File: src/rtl/pio_tx_fifo_ctrl.sv
// Four independent TX FIFOs fed from one shared bus push port and drained by
// per-state-machine pop strobes, with sticky overflow/underflow reporting.
module pio_tx_fifo_ctrl #(
    parameter int DEPTH = 4,
    parameter int WIDTH = 32
) (
    input  logic                              clk,
    input  logic                              reset,
    input  logic                              in_pushValid,
    input  logic [1:0]                        in_pushSel,
    input  logic [WIDTH-1:0]                  in_pushData,
    output logic                              out_pushAck,
    input  logic [3:0]                        in_popAck,
    output logic [4*WIDTH-1:0]                out_headData,
    output logic [3:0]                        out_empty,
    output logic [3:0]                        out_full,
    output logic [4*($clog2(DEPTH)+1)-1:0]    out_level,
    input  logic [3:0]                        in_flush,
    input  logic                              in_clearFlags,
    output logic [3:0]                        out_overflow,
    output logic [3:0]                        out_underflow
);

    localparam int PW = $clog2(DEPTH);
    localparam int LW = PW + 1;
    localparam logic [LW-1:0] FULL_LVL = LW'(DEPTH);

    logic [WIDTH-1:0] mem    [4][DEPTH];
    logic [PW-1:0]    rd_ptr [4];
    logic [PW-1:0]    wr_ptr [4];
    logic [LW-1:0]    level  [4];

    logic [3:0] push_hit;
    logic [3:0] push_ok;
    logic [3:0] pop_ok;
    logic [3:0] ovf_ev;
    logic [3:0] udf_ev;

    // A full FIFO still takes a push when its head leaves in the same cycle;
    // flush masks both the push and the underflow report.
    always_comb begin
        push_hit = '0;
        push_ok  = '0;
        pop_ok   = '0;
        ovf_ev   = '0;
        udf_ev   = '0;
        for (int n = 0; n < 4; n++) begin
            push_hit[n] = in_pushValid && (in_pushSel == 2'(n)) && !in_flush[n];
            pop_ok[n]   = in_popAck[n] && (level[n] != '0);
            push_ok[n]  = push_hit[n] && ((level[n] != FULL_LVL) || in_popAck[n]);
            ovf_ev[n]   = push_hit[n] && !push_ok[n];
            udf_ev[n]   = in_popAck[n] && (level[n] == '0) && !in_flush[n];
        end
    end

    always_ff @(posedge clk) begin
        for (int n = 0; n < 4; n++) begin
            if (push_ok[n] && !reset) begin
                mem[n][wr_ptr[n]] <= in_pushData;
            end
        end
    end

    always_ff @(posedge clk) begin
        if (reset) begin
            out_pushAck   <= 1'b0;
            out_overflow  <= '0;
            out_underflow <= '0;
            for (int n = 0; n < 4; n++) begin
                rd_ptr[n] <= '0;
                wr_ptr[n] <= '0;
                level[n]  <= '0;
            end
        end else begin
            out_pushAck <= |push_ok;
            for (int n = 0; n < 4; n++) begin
                out_overflow[n]  <= (out_overflow[n]  && !in_clearFlags) || ovf_ev[n];
                out_underflow[n] <= (out_underflow[n] && !in_clearFlags) || udf_ev[n];
                if (in_flush[n]) begin
                    rd_ptr[n] <= '0;
                    wr_ptr[n] <= '0;
                    level[n]  <= '0;
                end else begin
                    if (push_ok[n]) wr_ptr[n] <= wr_ptr[n] + 1'b1;
                    if (pop_ok[n])  rd_ptr[n] <= rd_ptr[n] + 1'b1;
                    level[n] <= level[n] + {{(LW-1){1'b0}}, push_ok[n]}
                                         - {{(LW-1){1'b0}}, pop_ok[n]};
                end
            end
        end
    end

    always_comb begin
        out_headData = '0;
        out_empty    = '0;
        out_full     = '0;
        out_level    = '0;
        for (int n = 0; n < 4; n++) begin
            out_empty[n]            = (level[n] == '0);
            out_full[n]             = (level[n] == FULL_LVL);
            out_level[n*LW +: LW]   = level[n];
            if (level[n] != '0) begin
                out_headData[n*WIDTH +: WIDTH] = mem[n][rd_ptr[n]];
            end
        end
    end

endmodule

File: config.mk
export PLATFORM = sky130hd
export DESIGN_NAME = pio_tx_fifo_ctrl
export DESIGN_NICKNAME = d
export VERILOG_FILES = /design/src/rtl/pio_tx_fifo_ctrl.sv
export SDC_FILE = /design/constraint.sdc
export NUM_CORES = 1
export LEC_CHECK = 0
export BUFFER_PORTS_ARGS = -buffer_cell sky130_fd_sc_hd__buf_2
export CAP_MARGIN = 20
export CORE_MARGIN = 10
export CORE_UTILIZATION = 35
export DETAILED_ROUTE_END_ITERATION = 16
export PLACE_DENSITY_LB_ADDON = 0.25
export SLEW_MARGIN = 20
export SYNTH_ARGS = -nofsm -noshare
export SYNTH_HDL_FRONTEND = slang
export SYNTH_SLANG_ARGS = --single-unit
File: constraint.sdc
create_clock -name clk -period 8.2 [get_ports clk]
set_clock_uncertainty 0.1 [all_clocks]
set_input_delay 0 -clock clk [delete_from_list [all_inputs] [get_ports clk]]
set_output_delay 0 -clock clk [all_outputs]
set_load 0.05 [all_outputs]
Yosys cells after proc, flatten, opt, wreduce, memory -nomap -nowiden

Memory sizes are Yosys's and may differ from the RTL's.
Index checks and enable logic that the tools add are counted.

Register bits after elaboration: 9
Bits in writable memories: 540
Input bits: 46
Output and inout port bits: 157
Logic and storage cells: 280
Memories: 4

Memory list:

| name   | words | bits a word | read ports | clocked after memory_dff | write ports | line | text |
|---|---|---|---|---|---|---|---|
| mem    | 4     | 128         | 4          | 0                        | 1           | 28   | `logic [WIDTH-1:0] mem [4][DEPTH];` |
| level  | 4     | 3           | 4          | 0                        | 4           | 31   | `logic [LW-1:0] level [4];` |
| rd_ptr | 4     | 2           | 4          | 0                        | 4           | 29   | `logic [PW-1:0] rd_ptr [4];` |
| wr_ptr | 4     | 2           | 4          | 0                        | 4           | 30   | `logic [PW-1:0] wr_ptr [4];` |

$add $sub $neg: 16
$lt $le $gt $ge: 12
Eq/ne operators: 11
Multiplexer cells: 123
Bitwise logic cells: 32
Reduce and logical (&&, ||, !) cells: 79

Operators with widths:

| cell                  | number |
|---|---|
| $mux W128             | 10 |
| $mux W32              | 16 |
| $reduce_or A128 Y1    | 3 |
| $bmux W32 S2          | 4 |
| $demux W32 S2         | 4 |
| $mux W1               | 62 |
| $logic_and A1 B1 Y1   | 44 |
| $mux W2               | 19 |
| $ge A3 B3 Y1 const B  | 8 |
| $mux W3               | 8 |
| $not A2 Y3            | 8 |
| $or A1 B1 Y1          | 24 |
| $add A2 B1 Y2 const B | 8 |
| $add A3 B1 Y3         | 4 |
| $eq A3 B3 Y1 const B  | 4 |
| $logic_not A3 Y1      | 4 |
| $logic_or A1 B1 Y1    | 12 |
| $lt A3 B1 Y1 const B  | 4 |
| $ne A3 B3 Y1 const B  | 4 |
| $reduce_bool A3 Y1    | 4 |
| $sub A3 B1 Y3         | 4 |
| $logic_not A1 Y1      | 10 |
| $eq A2 B2 Y1 const B  | 2 |
| $reduce_or A4 Y1      | 1 |
| other kinds (2)       | 2 |

Logic depth before layout (Yosys ltp)

Word-level depth: 11
Depth in mapped cells: 11
Depth with buffers taken out: 10

Worst setup path after synthesis

Ideal clock, no wire load.

Path kind: reg2reg
Start: memory level[3][1] in the netlist's numbering
End: memory level[3][2] in the netlist's numbering, data pin
Setup time: 255 ps
Arrival: 2817 ps
Data required time: 7845 ps
Setup slack: 5028 ps
Stages on the path, launching flop included: 12
Buffers on the path: 1
Clock period less this slack: 3172 ps
Path through: edfxtp_1 -> nor3_4 -> buf_2 -> nor2_1 -> ha_1 -> inv_1 -> ha_1 -> inv_1 -> fa_1 -> xnor2_1 -> xnor2_1 -> and2_1

RTL lines:

| item            | line |
|---|---|
| start, declared | 31 |

==> run metrics <==
reg2reg setup slack=4.94 ns; CTS tree=built; Initial Util=0.353; synth warn=0; Routed WL=~52 mm; post-synthesis xor/xnor area fraction=0.00484; DR vias=roughly 11,000; vias in the first global route=approximately 11,000; GR Util met2=0.231; Hold Crit Depth=5; largest family of logic cells by synthesized area=multiplexers; mean routed wirelength per cell=between 20 and 25 um; sw frac=0.248; R2R depth=10; mapped cell area=21,700 um2; area of the core=approximately 62,000 um2; multiplexer area fraction after synthesis=0.133; CP peak stage delay=~0.57 ns; Tmin final=~3.3 ns; DRC=0; Synth Instances=just over 1,000; first-pass GRT wire length=a little under 80 mm; num rows=91; GP Congestion=around 0.73; worst r2r src=level[1][2]$_SDFFCE_PN0P_; setup ws final=just under 5 ns; hpwl dp=around 32 mm; CP top delay family=buffers and inverters; clock root buffer=clkbuf_16; Logic pwr share=0.111; TritonCTS buffer count=57; CP Data Required Time=approximately 8.5 ns; sequential area share after synthesis=0.755; Die W=about 270 um; pwr dens=approximately 240 nW/um2; Post-synth EDFFs=540; Setup crit end kind=register; Die Ht=269 um; clock share of power=0.396; initial antenna violation count=1; Simple-Gate Fraction of Synth Area=0.0675; IO Count=203; dominant cell type by area after synthesis=edfxtp_1; Arrival @ worst endpoint=between 3 and 4 ns; relative slew slack=0.334; non-filler cells, final=around 2,200; Worst Path Max Fanout=36; vias per cell=4.77; Worst-Margin Slew=1.00 ns; commonest non-fill, non-tap cells in the layout=edfxtp_1, buf_2, mux4_2; maximum clock path buffer count=3; Sw Pwr=about 1.6 mW; worst vdd ir=0.000159 V; max_cap viols=0; Synth top area share=0.746; most frequent CP cell=ha_1; top_reg_cell synth=edfxtp_1; Critical Path, Cell by Cell=nor3_4, buf_4, nor2b_1, ha_1, inv_1, ha_1, fa_1, xnor2_1, nor3_1, dlygate4sd3_1; DP Cell Count=2,048; M3 GR Usage=0.0310; Synth async-reset ratio=0; worst hold path endpoint=out_overflow[0]$_SDFF_PP0_; Hold Path Class=primary input to register; Fin Setup TNS=0 ns; Hold Path Origin=in_popAck[0]; synth top area cells=edfxtp_1, mux4_2, nor2b_1; post-synthesis register bit count=between 500 and 600; DRT Pass-1 Iters=5; initial drt markers=744; Internal=4.75 mW; clk sink count=about 550; outcome=complete, no violations; reg-to-reg endpoint=level[1][2]$_SDFFCE_PN0P_; Final Cycle Share=0.398; gr busiest metal=met2; DIE AREA=72,400 um2; final-report hold violation count=0; placed instance area=23,600 um2; H-tree depth=2; final instance area=26,000 um2; layout overhead on the synthesized area=19.7%; Max Freq=approximately 310 MHz; clock slew at reported path FFs=roughly 0.060 ns; Total Routing Usage GR=0.142; crit path buf inv count=3; WP depth=10; post_cts resized=0; commonest non-fill, non-tap cell in the layout=edfxtp_1; Seq pwr share=0.493; average size of a mapped cell=around 21 um2; Final Setup Violations=0; Setup WS pre-CTS=5.26 ns; I/O Buffers=between 200 and 250; # nets final=between 1,000 and 1,500; met1 Resource Use GR=0.190; CP max stage cell=dlygate4sd3_1; count of cell types in the netlist=34; leakage=8.72 nW; antenna viol nets, final=0; Synth Area in Compound Gates=0.00271; GRT Residual Overflow=0; Slew Viols, Final=0; critical path class=register to register; unrepaired setup endpoints after global routing=false; startpoint class of the critical path=register; Adder-Cell Fraction of Synth Area=0.0175; latest clock arrival within the worst-skew pair=~0.60 ns; share of layout cells above drive strength 1=0.323; largest net degree at the start of global routing=38
==> metrics by stage <==
| step | hold slack (ns) | utilization | power (mW) |
|---|---|---|---|
| 2_1_floorplan | -0.00113 | - | 3.66 |
| 3_3_place_gp | 0.232 | 0.383 | 3.87 |
| 3_5_place_dp | 0.228 | 0.383 | 3.87 |
| 4_1_cts | 0.220 | 0.422 | 6.40 |
| 5_1_grt | 0.268 | 0.422 | 6.53 |
| 6_report | 0.262 | 0.422 | 6.32 |
==> sequential cells by signal, indices dropped and copies added (netlist names) <==
register	cells
wr_ptr	8
out_overflow	4
mem	512
level	12
out_pushAck	1
out_underflow	4
rd_ptr	8
==> worst max-delay path by stage <==
stage / start / to / slack [ns]
2_1_floorplan: level[3][1]$_SDFFCE_PN0P_ / level[3][2]$_SDFFCE_PN0P_ / 5.03
3_3_place_gp: level[2][1]$_SDFFCE_PN0P_ / level[2][2]$_SDFFCE_PN0P_ / 5.30
3_5_place_dp: level[2][1]$_SDFFCE_PN0P_ / level[2][2]$_SDFFCE_PN0P_ / 5.26
4_1_cts: level[1][2]$_SDFFCE_PN0P_ / level[1][2]$_SDFFCE_PN0P_ / 4.88
5_1_grt: level[1][2]$_SDFFCE_PN0P_ / level[1][2]$_SDFFCE_PN0P_ / 4.72
6_report: level[1][2]$_SDFFCE_PN0P_ / level[1][2]$_SDFFCE_PN0P_ / 4.94
==> kinds of logic after synthesis <==
group / count (synthesis)
buf+inv: 74
simple gates: 230
fa+ha+maj: 28
xor+xnor: 12
mux: 128
compound gates: 11
flops: 549
other cells: 1
==> worst register-to-register path, stage by stage, from the launching register on <==
cell           delay [ns]
edfxtp_1             0.49
nor3_4               0.21
buf_4                0.41
nor2b_1              0.12
ha_1                 0.30
inv_1                0.04
ha_1                 0.18
fa_1                 0.38
xnor2_1              0.16
nor3_1               0.06
dlygate4sd3_1        0.57
==> cell type report <==
type,count,area (um2)
Tap cell,837,1050
Clock buffer,66,1480
Timing Repair Buffer,275,1710
Inverter,27,101
Antenna cell,2,5.00
Multi-Input combinational cell,421,4970
Clock inverter,37,309
Sequential cell,549,16400
Fill cell,5471,35600
==> layer usage <==
layer | up-vias | share of wire
li1 | 4689 | -
met1 | 5556 | 0.45
met2 | 250 | 0.48
met3 | 62 | 0.052
met4 | 2 | 0.018
met5 | - | 0.00025
==> synth_stat cells (all sizes together), types with 2 or more instances <==
cell	count
nand3b	10
nor3	14
mux4	128
and2	28
nand2b	10
ha	24
nor3b	5
or2	2
inv	27
o21ai	2
fa	4
edfxtp	540
nand2	4
and2b	5
dfxtp	9
clkbuf	12
nor4b	5
buf	35
nor2b	127
a21oi	8
xnor2	12
nor2	16
==> power groups by stage <==
stage	clock network (mW)	registers (mW)	logic, mW
after global placement	0	3.18	0.692
after floorplan	0	3.19	0.467
after CTS	2.56	3.12	0.718
final	2.50	3.12	0.701
after detailed placement	0	3.18	0.694
after global routing	2.67	3.12	0.749
==> timing repair <==
action | in CTS | in global routing
hold buffers | 61 | 0
setup buffers | 0 | 0
endpoints found under the hold margin | 563 | 0
Note: power is estimated with default switching activity, not from simulation.
